--- src/rtl/masker_osel_pipe.sv ---
// Two-stage bit-field masker with output select (mask/merge, ALU shifts, Q funnel).
// Optional internal Q register enabled by defining MASKER_OSEL_QREG_EN.
module masker_osel_pipe #(
  parameter int W  = 32,
  parameter int LW = 5
) (
  input  logic          clk,
  input  logic          reset_n,
  input  logic          in_valid,
  output logic          in_ready,
  input  logic [LW-1:0] mleft,
  input  logic [LW-1:0] mright,
  input  logic [W-1:0]  r,
  input  logic [W-1:0]  a,
  input  logic [W:0]    alu,
  input  logic [W-1:0]  q_in,
  input  logic [1:0]    osel,
  input  logic [1:0]    qctl,
  output logic          out_valid,
  input  logic          out_ready,
  output logic [W-1:0]  ob
`ifdef MASKER_OSEL_QREG_EN
  ,
  output logic [W-1:0]  q
`endif
);

  // Out-of-range indices clamp to the top bit; mright > mleft selects a wrapped field.
  function automatic logic [W-1:0] f_mask(input logic [LW-1:0] ml_raw, input logic [LW-1:0] mr_raw);
    logic [W-1:0] m;
    int ml;
    int mr;
    ml = (int'(ml_raw) >= W) ? (W - 1) : int'(ml_raw);
    mr = (int'(mr_raw) >= W) ? (W - 1) : int'(mr_raw);
    m  = {W{1'b0}};
    for (int i = 0; i < W; i++) begin
      if (mr <= ml) begin
        m[i] = (i >= mr) && (i <= ml);
      end else begin
        m[i] = (i >= mr) || (i <= ml);
      end
    end
    return m;
  endfunction

  logic          w_advance;
  logic [W-1:0]  w_mo;
  logic [W-1:0]  w_qsrc;
  logic [W-1:0]  w_ob;
  logic          w_unused;

  logic          r_s1_valid;
  logic [W-1:0]  r_s1_mask;
  logic [W-1:0]  r_s1_r;
  logic [W-1:0]  r_s1_a;
  logic [W:0]    r_s1_alu;
  logic [1:0]    r_s1_osel;
  logic          r_out_valid;
  logic [W-1:0]  r_ob;

  assign w_advance = ~r_out_valid | out_ready;
  assign in_ready  = w_advance;
  assign out_valid = r_out_valid;
  assign ob        = r_ob;

`ifdef MASKER_OSEL_QREG_EN
  logic [1:0]    r_s1_qctl;
  logic [W-1:0]  r_q;
  logic [W-1:0]  w_q_next;

  assign q        = r_q;
  assign w_qsrc   = r_q;
  assign w_unused = ^q_in;

  // Q update for the set leaving stage 1, based on that set's ALU result
  always_comb begin
    w_q_next = r_q;
    case (r_s1_qctl)
      2'b01:   w_q_next = {r_q[W-2:0], ~r_s1_alu[W-1]};
      2'b10:   w_q_next = {r_s1_alu[0], r_q[W-1:1]};
      2'b11:   w_q_next = r_s1_alu[W-1:0];
      default: w_q_next = r_q;
    endcase
  end

  // Q register and its stage-1 control field
  always_ff @(posedge clk or negedge reset_n) begin
    if (!reset_n) begin
      r_q       <= {W{1'b0}};
      r_s1_qctl <= 2'b00;
    end else begin
      if (w_advance && in_valid) begin
        r_s1_qctl <= qctl;
      end
      if (w_advance && r_s1_valid) begin
        r_q <= w_q_next;
      end
    end
  end
`else
  logic [W-1:0]  r_s1_qin;

  assign w_qsrc   = r_s1_qin;
  assign w_unused = ^qctl;

  // External Q value captured alongside the other operands
  always_ff @(posedge clk or negedge reset_n) begin
    if (!reset_n) begin
      r_s1_qin <= {W{1'b0}};
    end else if (w_advance && in_valid) begin
      r_s1_qin <= q_in;
    end
  end
`endif

  assign w_mo = (r_s1_mask & r_s1_r) | (~r_s1_mask & r_s1_a);

  // Output source select; osel=11 sees Q before this set's own update
  always_comb begin
    w_ob = w_mo;
    case (r_s1_osel)
      2'b00:   w_ob = w_mo;
      2'b01:   w_ob = r_s1_alu[W-1:0];
      2'b10:   w_ob = r_s1_alu[W:1];
      2'b11:   w_ob = {r_s1_alu[W-2:0], w_qsrc[W-1]};
      default: w_ob = w_mo;
    endcase
  end

  // Stage 1: operand and mask capture; a bubble is inserted when nothing is offered
  always_ff @(posedge clk or negedge reset_n) begin
    if (!reset_n) begin
      r_s1_valid <= 1'b0;
      r_s1_mask  <= {W{1'b0}};
      r_s1_r     <= {W{1'b0}};
      r_s1_a     <= {W{1'b0}};
      r_s1_alu   <= {(W+1){1'b0}};
      r_s1_osel  <= 2'b00;
    end else if (w_advance) begin
      r_s1_valid <= in_valid;
      if (in_valid) begin
        r_s1_mask <= f_mask(mleft, mright);
        r_s1_r    <= r;
        r_s1_a    <= a;
        r_s1_alu  <= alu;
        r_s1_osel <= osel;
      end
    end
  end

  // Stage 2: result register; ob keeps its last value across bubbles
  always_ff @(posedge clk or negedge reset_n) begin
    if (!reset_n) begin
      r_out_valid <= 1'b0;
      r_ob        <= {W{1'b0}};
    end else if (w_advance) begin
      r_out_valid <= r_s1_valid;
      if (r_s1_valid) begin
        r_ob <= w_ob;
      end
    end
  end

endmodule

--- config.mk ---
export PLATFORM = sky130hd
export DESIGN_NAME = masker_osel_pipe
export DESIGN_NICKNAME = d
export VERILOG_FILES = /design/src/rtl/masker_osel_pipe.sv
export SDC_FILE = /design/constraint.sdc
export NUM_CORES = 1
export LEC_CHECK = 0
export CAP_MARGIN = 30
export CORE_MARGIN = 3
export CORE_UTILIZATION = 50
export DETAILED_ROUTE_END_ITERATION = 10
export PLACE_DENSITY_LB_ADDON = 0.25
export SYNTH_ARGS = -nofsm -noshare
export SYNTH_HDL_FRONTEND = slang
export SYNTH_SLANG_ARGS = --single-unit
--- constraint.sdc ---
create_clock -name clk -period 4.7 [get_ports clk]
set_clock_uncertainty 0.15 [all_clocks]
set_input_delay 0.47 -clock clk [delete_from_list [all_inputs] [get_ports clk]]
set_output_delay 0.47 -clock clk [all_outputs]
set_load 0.005 [all_outputs]
==> run_results.csv, run 1 <==
group,metric,value,unit
yosys,synth_edf_count,0,
grt,grt_use_met2,35.7,%
placed_design,place_congestion,0.856,
floorplan,core_area,15900,sq um
yosys,synth-xor-area-share,0,%
yosys,ys_ff_latch,166,
yosys,synth.net_count,964,
grt,grt_pass1_vias,6057,
route,post_drt_wl_per_cell,17.3,um
yosys,synthMuxAreaShare,18.4,%
timing,rsz0062_at_grt,"no",
timing,setup_violations,0,
clock_tree,h-tree-depth,4,
yosys,yosys.cell_types.count,43,
grt,grt_overflow,0,
grt,grt_max_degree,106,
setup_path,path_max_fanout,24,
setup_path,rr_worst_depth,5,
route,drt_iter0_drc,415,
final_layout,num_antenna_cells,0,
clock_tree,root_buffer,"clkbuf_16",
floorplan,die_w,134,um
final_layout,fill_cells,1275,
yosys,synth_compound_area_share,5.48,%
grt,grt_pass1_wl,32.7,mm
timing,maxSlewHeadroom,37.4,%
timing,fmax,0.308,GHz
grt,grt_antenna_before_repair,0,
power,combPwrFrac,25.7,%
power,p_sw_share,26.7,%
yosys,synth-simple-area-share,18.3,%
floorplan,start_util,51.1,%
grt,top_usage_layer,"met2",
run_status,status,"finished clean",
route,drt_wl_total,20.1,mm
timing,fin_setup_tns,0,ns
clock_tree,cts_resized,0,
final_layout,layout_commonest_cell,"nand2_1",
floorplan,boundaryPins,181,
power,power_density,463,nW/um^2
power,p_leak,4.78,nW
setup_path,worstPathRequired,4.88,ns
grt,use_met3,5.89,%
setup_path,setup.worst_path.start_class,"primary input",
yosys,seq_area_frac_synth,51.0,%
yosys,synth_flop_cell,"dfrtp_1",
final_layout,finish.instance_area,10500,sq um
grt,track_usage,23.5,%
final_layout,layout_common_cells,"nand2_1 (334), dfrtp_1 (164), clkdlybuf4s50_1 (146), mux2_2 (68), mux4_2 (32)",
power,p_int,0.00355,W
setup_path,worst_setup_path_end_kind,"flop",
grt,met1_usage,33.6,%
power,switchingPower,0.00129,W
placed_design,hpwlAfterDp,13.6,mm
timing,layout_min_cycle_time,3.25,ns
placed_design,io_buffer_count,147,
power,seqPwrFrac,41.9,%
clock_tree,clock_latency,0.42,ns
floorplan,dieArea,17900,sq um
yosys,yosys_warnings,0,
timing,min_period_over_period,69.1,%
setup_path,worstSetupPathType,"in2reg",
yosys,synth.cell_area,8150,sq um
clock_tree,clock-sinks,166,
clock_tree,clk_pin_slew,0.06,ns
clock_tree,cts_tree,"yes",
yosys,syn_avg_cell_area,10.0,sq um
route,vias,6230,
route,remaining_drc_errors,0,
final_layout,nets,1086,
clock_tree,cts-buffers-inserted,17,
clock_tree,cts_hold_buf,0,
min_path,min_path_type,"in2async",
timing,hold_viol,0,
final_layout,final_util,65.6,%
final_layout,drive_gt1_share,16.2,%
final_layout,synthToLayoutAreaGrowth,28.3,%
floorplan,dieHeight,134,um
yosys,async_reset_ff_share,100,%
timing,worstMarginPinSlew,0.940,ns
power,clkPwrFrac,32.4,%
route,drtAntennaViolNets,0,
power,peakVddDrop,0.000289,V
clock_tree,cts_setup_buffers,0,
clock_tree,cts_buffer_depth,2,
yosys,synth_fa_ha_area_share,3.48,%
timing,finalMaxSlewViolations,0,
setup_path,arrival,3.43,ns
job,drv_cap,0,
yosys,synth_top_family_by_area,"multiplexers",
yosys,netlist_instances,812,
floorplan,row_count,46,
route,routed_via_density,5.36,
placed_design,placed_area,9750,sq um
route,drtPass1Iterations,5,
power by group through the flow:
stage	clock (W)	sequential [W]	combinational, W
2_1_floorplan	0	0.00195	0.000716
3_3_place_gp	0	0.00203	0.00121
3_5_place_dp	0	0.00204	0.00124
4_1_cts	0.00159	0.00203	0.00126
5_1_grt	0.00166	0.00207	0.00136
6_report	0.00157	0.00203	0.00124
state kept, by name, summed over array words and instances, names as in the netlist:
signal      count
r_s1_mask      32
r_s1_r         32
r_s1_qin        1
out_valid       1
r_s1_a         32
ob             32
r_s1_valid      1
r_s1_osel       2
r_s1_alu       33
critical path, cell delays in order:
cell and delay, ns:
clkdlybuf4s50_1 0.84, inv_1 0.16, ha_1 0.33, nand4_1 0.10, o221ai_1 0.24, nand2_1 0.54
maj3_1 0.56, o21ai_0 0.18
metal layers:
| layer | vias to the layer above | part of all wire [%] | wire length, um |
|---|---|---|---|
| li1 | 2971 | - | - |
| met1 | 3041 | 44 | 8860 |
| met2 | 188 | 48 | 9590 |
| met3 | 30 | 5.9 | 1190 |
| met4 | 0 | 2.4 | 492 |
| met5 | - | 0 | 0 |
logic make-up after synthesis:
family	count (synthesis)
AO/OA/AOI/OAI	72
flip-flops	166
buffers and inverters	64
adder cells (fa/ha/maj)	27
multiplexers	101
AND/OR/NAND/NOR	382
cell usage after synthesis, types with 4 or more instances:
library cell | n | area share, %
nor3_1 | 4 | 0.25
ha_1 | 5 | 0.77
clkbuf_1 | 33 | 1.5
inv_1 | 9 | 0.41
dfrtp_1 | 166 | 51
nand3_1 | 6 | 0.37
buf_2 | 15 | 0.92
mux2_2 | 68 | 9.4
a21oi_1 | 17 | 1.0
nor2_1 | 20 | 0.92
and2_1 | 4 | 0.31
maj3_1 | 21 | 2.6
o21ai_0 | 27 | 1.7
mux4_2 | 32 | 8.8
nand2_1 | 335 | 15
nand4_1 | 4 | 0.31
a31oi_1 | 4 | 0.31
buf_1 | 5 | 0.23
worst paths after layout:
check | from | endpoint | slack, ns
setup / recovery | mleft[2] | r_s1_mask[7]$_DFFE_PN0P_ | 1.45
hold / removal | reset_n | r_s1_r[18]$_DFFE_PN0P_ | 0.25
setup reg to reg | out_valid$_DFFE_PN0N_ | r_s1_r[6]$_DFFE_PN0P_ | 2.53
hold reg to reg | r_s1_r[21]$_DFFE_PN0P_ | r_s1_r[21]$_DFFE_PN0P_ | 0.32
max in group asynchronous | reset_n | r_s1_alu[17]$_DFFE_PN0P_ | 2.93
min in group clk | r_s1_r[21]$_DFFE_PN0P_ | r_s1_r[21]$_DFFE_PN0P_ | 0.32
layout make-up:
cell class,count,area (sq um),share of cell area [%]
inverters,9,33.8,0.323
multi-input cells,582,3730,35.7
clock buffers,19,443,4.23
repair buffers,158,1600,15.3
well taps,216,270,2.58
clock inverters,13,228,2.18
flip-flops and latches,166,4160,39.7
metrics by stage:
step           worst slack (ns)  std cells  power (W)  hold WS [ns]
4_1_cts                    1.50       1161    0.00488        0.0605
3_5_place_dp               1.07       1129    0.00328         0.300
3_3_place_gp               1.13       1128    0.00324         0.292
5_1_grt                    1.22       1163    0.00509         0.244
2_1_floorplan              2.12        812    0.00266        0.0244
6_report                   1.45       1163    0.00484         0.254
No activity file was read; power rests on OpenSTA's default activity.
==> run 2, diff against run 1 <==
==> constraint.sdc (replaced) <==
create_clock -name clk -period 3 [get_ports clk]
set_clock_uncertainty 0.15 [all_clocks]
set_input_delay 0.3 -clock clk [delete_from_list [all_inputs] [get_ports clk]]
set_output_delay 0.3 -clock clk [all_outputs]
set_load 0.005 [all_outputs]
==> run_results.csv, run 2 (synthesized netlist as in run 1, its figures left out) <==
group,metric,value,unit
setup_path,worstSetupPathType,"in2reg",
placed_design,hpwlAfterDp,14.1,mm
final_layout,num_antenna_cells,0,
route,drt_iter0_drc,493,
final_layout,layout_common_cells,"nand2_1 (334), dfrtp_1 (164), clkdlybuf4s50_1 (146), mux2_2 (68), mux4_2 (32)",
timing,finalMaxSlewViolations,0,
power,power_density,710,nW/um^2
floorplan,start_util,51.1,%
route,top_layer,"met4",
setup_path,arrival,2.53,ns
timing,holdWs,0.256,ns
clock_tree,cts_setup_buffers,0,
setup_path,worst_setup_path_end_kind,"flop",
setup_path,r2r_slack,0.93,ns
floorplan,row_count,46,
final_layout,nets,1100,
power,combPwrFrac,26.6,%
setup_path,path_cells,"clkdlybuf4s50_1 > inv_1 > ha_1 > nand4_1 > or2_0 > and2_1 > maj3_1 > mux2_2",
route,remaining_drc_errors,0,
floorplan,core_area,15900,sq um
timing,maxSlewHeadroom,44.4,%
final_layout,stdcell_count,1177,
grt,grt_max_degree,71,
setup_path,setup.worst_path.start_class,"primary input",
route,drt_wl_total,20.5,mm
setup_path,cp-endpoint,"r_s1_mask[27]$_DFFE_PN0P_",
power,p_int,0.00551,W
clock_tree,cts_tree,"yes",
clock_tree,clock-sinks,166,
setup_path,rr_worst_depth,2,
timing,fmax,0.421,GHz
floorplan,die_w,134,um
final_layout,final_util,66.2,%
run_status,status,"finished clean",
clock_tree,clk_pin_slew,0.06,ns
setup_path,slowest_stage,"clkdlybuf4s50_1",
timing,worstMarginPinSlew,0.834,ns
final_layout,largest_register_ffs,33,
floorplan,dieHeight,134,um
placed_design,dp_cells,1144,
job,drv_cap,0,
power,peakVddDrop,0.000416,V
grt,track_usage,23.8,%
grt,grt_overflow,0,
min_path,min_path_type,"in2reg",
clock_tree,cts-buffers-inserted,17,
floorplan,dieArea,17900,sq um
setup_path,cpPeakStageDelay,0.48,ns
placed_design,place_congestion,0.895,
power,switchingPower,0.00199,W
timing,layout_min_cycle_time,2.38,ns
power,p_sw_share,26.6,%
setup_path,worstPathRequired,3.15,ns
floorplan,boundaryPins,181,
route,post_drt_wl_per_cell,17.4,um
final_layout,largest_register,"r_s1_alu",
final_layout,drive_gt1_share,17.3,%
route,met1_length,9.02,mm
route,routed_via_density,5.38,
route,dr_wl_met2,9.84,mm
grt,grt_pass1_wl,33.7,mm
setup_path,path_max_fanout,12,
grt,grt_pass1_vias,6491,
route,vias,6334,
setup_path,timing.rr.end,"ob[10]$_DFFE_PN0P_",
placed_design,io_buffer_count,147,
power,seqPwrFrac,42.2,%
timing,setup_violations,0,
timing,min_period_over_period,79.2,%
power,p_leak,4.85,nW
clock_tree,root_buffer,"clkbuf_16",
final_layout,synthToLayoutAreaGrowth,29.5,%
timing,rsz0062_at_grt,"no",
setup_path,regToRegStartpoint,"r_s1_osel[1]$_DFFE_PN0P_",
route,drtAntennaViolNets,0,
setup_path,startpoint,"mleft[3]",
timing,fin_setup_tns,0,ns
clock_tree,h-tree-depth,4,
clock_tree,cts_buffer_depth,2,
clock_tree,clock_latency,0.42,ns
route,route.met3.wl,1.24,mm
grt,grt_antenna_before_repair,0,
timing,hold_viol,0,
final_layout,layout_commonest_cell,"nand2_1",
power,clkPwrFrac,31.2,%
route,drtPass1Iterations,5,
-- run 2: timing repair --
action                    4_1_cts  5_1_grt
hold endpoints to repair       66        0
hold buffers                    1        0
gates resized for setup         0        0
-- run 2: power by group through the flow --
| stage | registers (W) | logic (W) | clock network (W) |
|---|---|---|---|
| finish | 0.00316 | 0.00200 | 0.00234 |
| detailed placement | 0.00318 | 0.00200 | 0 |
| global placement | 0.00317 | 0.00196 | 0 |
| CTS | 0.00316 | 0.00202 | 0.00237 |
| global route | 0.00323 | 0.00217 | 0.00247 |
| floorplan | 0.00305 | 0.00112 | 0 |
-- run 2: metrics by stage --
stage,instance area [sq um],power [W],worst slack (ns)
after global routing,10600,0.00788,0.504
final,10600,0.00750,0.625
after detailed placement,9910,0.00519,0.197
after global placement,9910,0.00513,0.233
after floorplan,8150,0.00417,0.586
after CTS,10600,0.00756,0.629
-- run 2: area by class of cell --
type	instances	area (sq um)
fillers	1281	5380
flip-flops and latches	166	4160
multi-input cells	582	3730
repair buffers	172	1730
clock buffers	24	502
well taps	216	270
clock inverters	8	143
inverters	9	33.8
-- run 2: critical path, delay by kind of cell --
family,cells,cell delay (ns)
simple gates,3,0.64
buf+inv,2,0.58
mux,1,0.26
fa+ha+maj,2,0.73
-- run 2: metal layers --
layer	track usage [%]	vias up
met5	0	-
met4	6.91	0
met3	5.14	25
met2	38.1	212
met1	33.4	3100
li1	-	2997
-- run 2: worst min-delay path by stage --
stage | cells past startpoint | to | startpoint
global placement | 1 | r_s1_r[18]$_DFFE_PN0P_ | reset_n
CTS | 3 | r_s1_alu[32]$_DFFE_PN0P_ | alu[32]
global route | 3 | r_s1_a[25]$_DFFE_PN0P_ | a[25]
finish | 3 | r_s1_alu[32]$_DFFE_PN0P_ | alu[32]
detailed placement | 1 | r_s1_a[18]$_DFFE_PN0P_ | reset_n
floorplan | 0 | ob[0]$_DFFE_PN0P_ | reset_n
==> run 3, diff against run 2 <==
--- a/config.mk
+++ b/config.mk
@@ -7,7 +7,7 @@
 export LEC_CHECK = 0
 export CAP_MARGIN = 30
 export CORE_MARGIN = 3
-export CORE_UTILIZATION = 50
+export CORE_UTILIZATION = 46
 export DETAILED_ROUTE_END_ITERATION = 10
 export PLACE_DENSITY_LB_ADDON = 0.25
 export SYNTH_ARGS = -nofsm -noshare
==> constraint.sdc (replaced) <==
create_clock -name clk -period 2.06 [get_ports clk]
set_clock_uncertainty 0.15 [all_clocks]
set_input_delay 0.206 -clock clk [delete_from_list [all_inputs] [get_ports clk]]
set_output_delay 0.206 -clock clk [all_outputs]
set_load 0.005 [all_outputs]
==> run_results.csv, run 3 (synthesized netlist as in run 1, its figures left out) <==
group,metric,value,unit
setup_path,worst_setup_path_end_kind,"flop",
power,p_leak,4.98,nW
clock_tree,clk_pin_slew,0.07,ns
power,seqPwrFrac,42.6,%
route,remaining_drc_errors,0,
job,drv_cap,0,
route,routed_via_density,5.27,
setup_path,worstSetupPathType,"in2reg",
clock_tree,clock_latency,0.43,ns
power,p_int,0.00770,W
floorplan,start_util,47.1,%
placed_design,io_buffer_count,147,
final_layout,layout_common_cells,"nand2_1 (334), dfrtp_1 (164), clkdlybuf4s50_1 (142), mux2_2 (64)",
grt,grt_antenna_before_repair,1,
floorplan,core_area,17300,sq um
run_status,status,"finished clean",
route,drt_wl_total,21.5,mm
setup_path,path_max_fanout,7,
route,post_drt_wl_per_cell,17.8,um
grt,track_usage,22.5,%
setup_path,slowest_stage,"clkdlybuf4s50_1",
setup_path,setup.worst_path.start_class,"primary input",
floorplan,boundaryPins,181,
clock_tree,h-tree-depth,4,
timing,hold_viol,0,
floorplan,dieArea,19400,sq um
placed_design,hpwlAfterDp,15.1,mm
grt,grt_pass1_vias,6333,
clock_tree,cts_buffer_depth,2,
placed_design,dp_cells,1173,
floorplan,row_count,48,
final_layout,largest_register,"r_s1_alu",
timing,worstMarginPinSlew,0.573,ns
final_layout,layout.area.seq,4160,sq um
final_layout,drive_gt1_share,20.2,%
final_layout,synthToLayoutAreaGrowth,32.8,%
setup_path,cpPeakStageDelay,0.47,ns
power,clkPwrFrac,29.0,%
clock_tree,cts-buffers-inserted,17,
placed_design,place_congestion,0.868,
route,drt_iter0_drc,370,
final_layout,nets,1120,
setup_path,rr_worst_depth,3,
placed_design,placed_area,10200,sq um
setup_path,worstPathRequired,2.22,ns
min_path,holdPathStages,3,
timing,fmax,0.498,GHz
power,power_density,994,nW/um^2
power,combPwrFrac,28.4,%
final_layout,fill_cells,1454,
final_layout,stdcell_count,1206,
grt,grt_pass1_wl,34.3,mm
clock_tree,cts_setup_buffers,0,
timing,setup_violations,0,
setup_path,path_cells,"clkdlybuf4s50_1 > ha_4 > nand4_1 > or2_1 > and2_4 > maj3_1 > mux2_4",
grt,grt_overflow,0,
grt,grt_max_degree,58,
min_path,min_path_type,"in2reg",
timing,finalMaxSlewViolations,0,
route,drtPass1Iterations,5,
floorplan,dieHeight,139,um
timing,min_period_over_period,97.4,%
floorplan,die_w,139,um
power,peakVddDrop,0.000702,V
clock_tree,root_buffer,"clkbuf_16",
clock_tree,clock-sinks,166,
setup_path,arrival,2.17,ns
route,vias,6352,
final_layout,largest_register_ffs,33,
power,switchingPower,0.00306,W
final_layout,multi_input_area,3790,sq um
clock_tree,cts_tree,"yes",
final_layout,layout_commonest_cell,"nand2_1",
timing,rsz0062_at_grt,"no",
final_layout,finish.instance_area,10800,sq um
power,p_sw_share,28.4,%
final_layout,final_util,62.6,%
timing,maxSlewHeadroom,61.8,%
route,drtAntennaViolNets,0,
timing,layout_min_cycle_time,2.01,ns
final_layout,num_antenna_cells,0,
==> run 3: area by class of cell <==
class                      instances  share of cell area (%)
sequential                       166                    38.4
multi-input combinational        582                    35.1
timing repair buffer             192                    18.2
clock buffer                      17                    3.93
tap                              225                    2.60
clock inverter                    15                    1.47
inverter                           9                   0.335
==> run 3: power groups by stage <==
| stage | Clock (W) | Combinational [W] | Sequential, W |
|---|---|---|---|
| 3_5_place_dp | 0 | 0.00306 | 0.00463 |
| 3_3_place_gp | 0 | 0.00299 | 0.00461 |
| 5_1_grt | 0.00331 | 0.00332 | 0.00467 |
| 2_1_floorplan | 0 | 0.00166 | 0.00444 |
| 6_report | 0.00312 | 0.00306 | 0.00459 |
| 4_1_cts | 0.00318 | 0.00309 | 0.00459 |
==> run 3: what timing repair did <==
item,CTS,global route
endpoints found under the setup margin,6,24
hold buffers,1,0
pin swaps,0,2
hold endpoints to repair,52,0
gates resized for setup,5,9
==> run 3: final timing paths <==
check / slack [ns] / endpoint / startpoint
max: 0.05 / r_s1_mask[11]$_DFFE_PN0P_ / mright[4]
min: 0.15 / r_s1_alu[25]$_DFFE_PN0P_ / alu[25]
max reg2reg: 0.27 / ob[1]$_DFFE_PN0P_ / r_s1_mask[1]$_DFFE_PN0P_
min reg2reg: 0.32 / r_s1_a[27]$_DFFE_PN0P_ / r_s1_a[27]$_DFFE_PN0P_
max in group asynchronous: 0.93 / r_s1_osel[1]$_DFFE_PN0P_ / reset_n
min in group asynchronous: 0.17 / r_s1_r[18]$_DFFE_PN0P_ / reset_n
==> run 3: critical path, delay by kind of cell <==
family,cells,cell delay (ns)
and+or+nand+nor,3,0.58
buffers and inverters,1,0.47
muxes,1,0.26
adders and majority gates,2,0.65
==> run 3: stage by stage <==
| step | power, W | hold WS, ns | setup WS [ns] | TNS (ns) |
|---|---|---|---|---|
| final | 0.0108 | 0.154 | 0.0530 | 0 |
| after global routing | 0.0113 | 0.145 | 0.00142 | 0 |
| after CTS | 0.0109 | 0.139 | 0.0120 | 0 |
| after detailed placement | 0.00769 | 0.0563 | -0.563 | -11.98 |
| after global placement | 0.00760 | 0.0546 | -0.505 | -10.57 |
| after floorplan | 0.00610 | -0.240 | -0.0797 | -0.108 |
==> run 3: layer usage <==
metal,part of all wire (%),global-route usage (%),routed length (um)
met2,49,35.8,10400
met4,2.2,7.78,469
met5,0.042,0,9
met3,5.4,4.86,1170
met1,44,30.9,9420
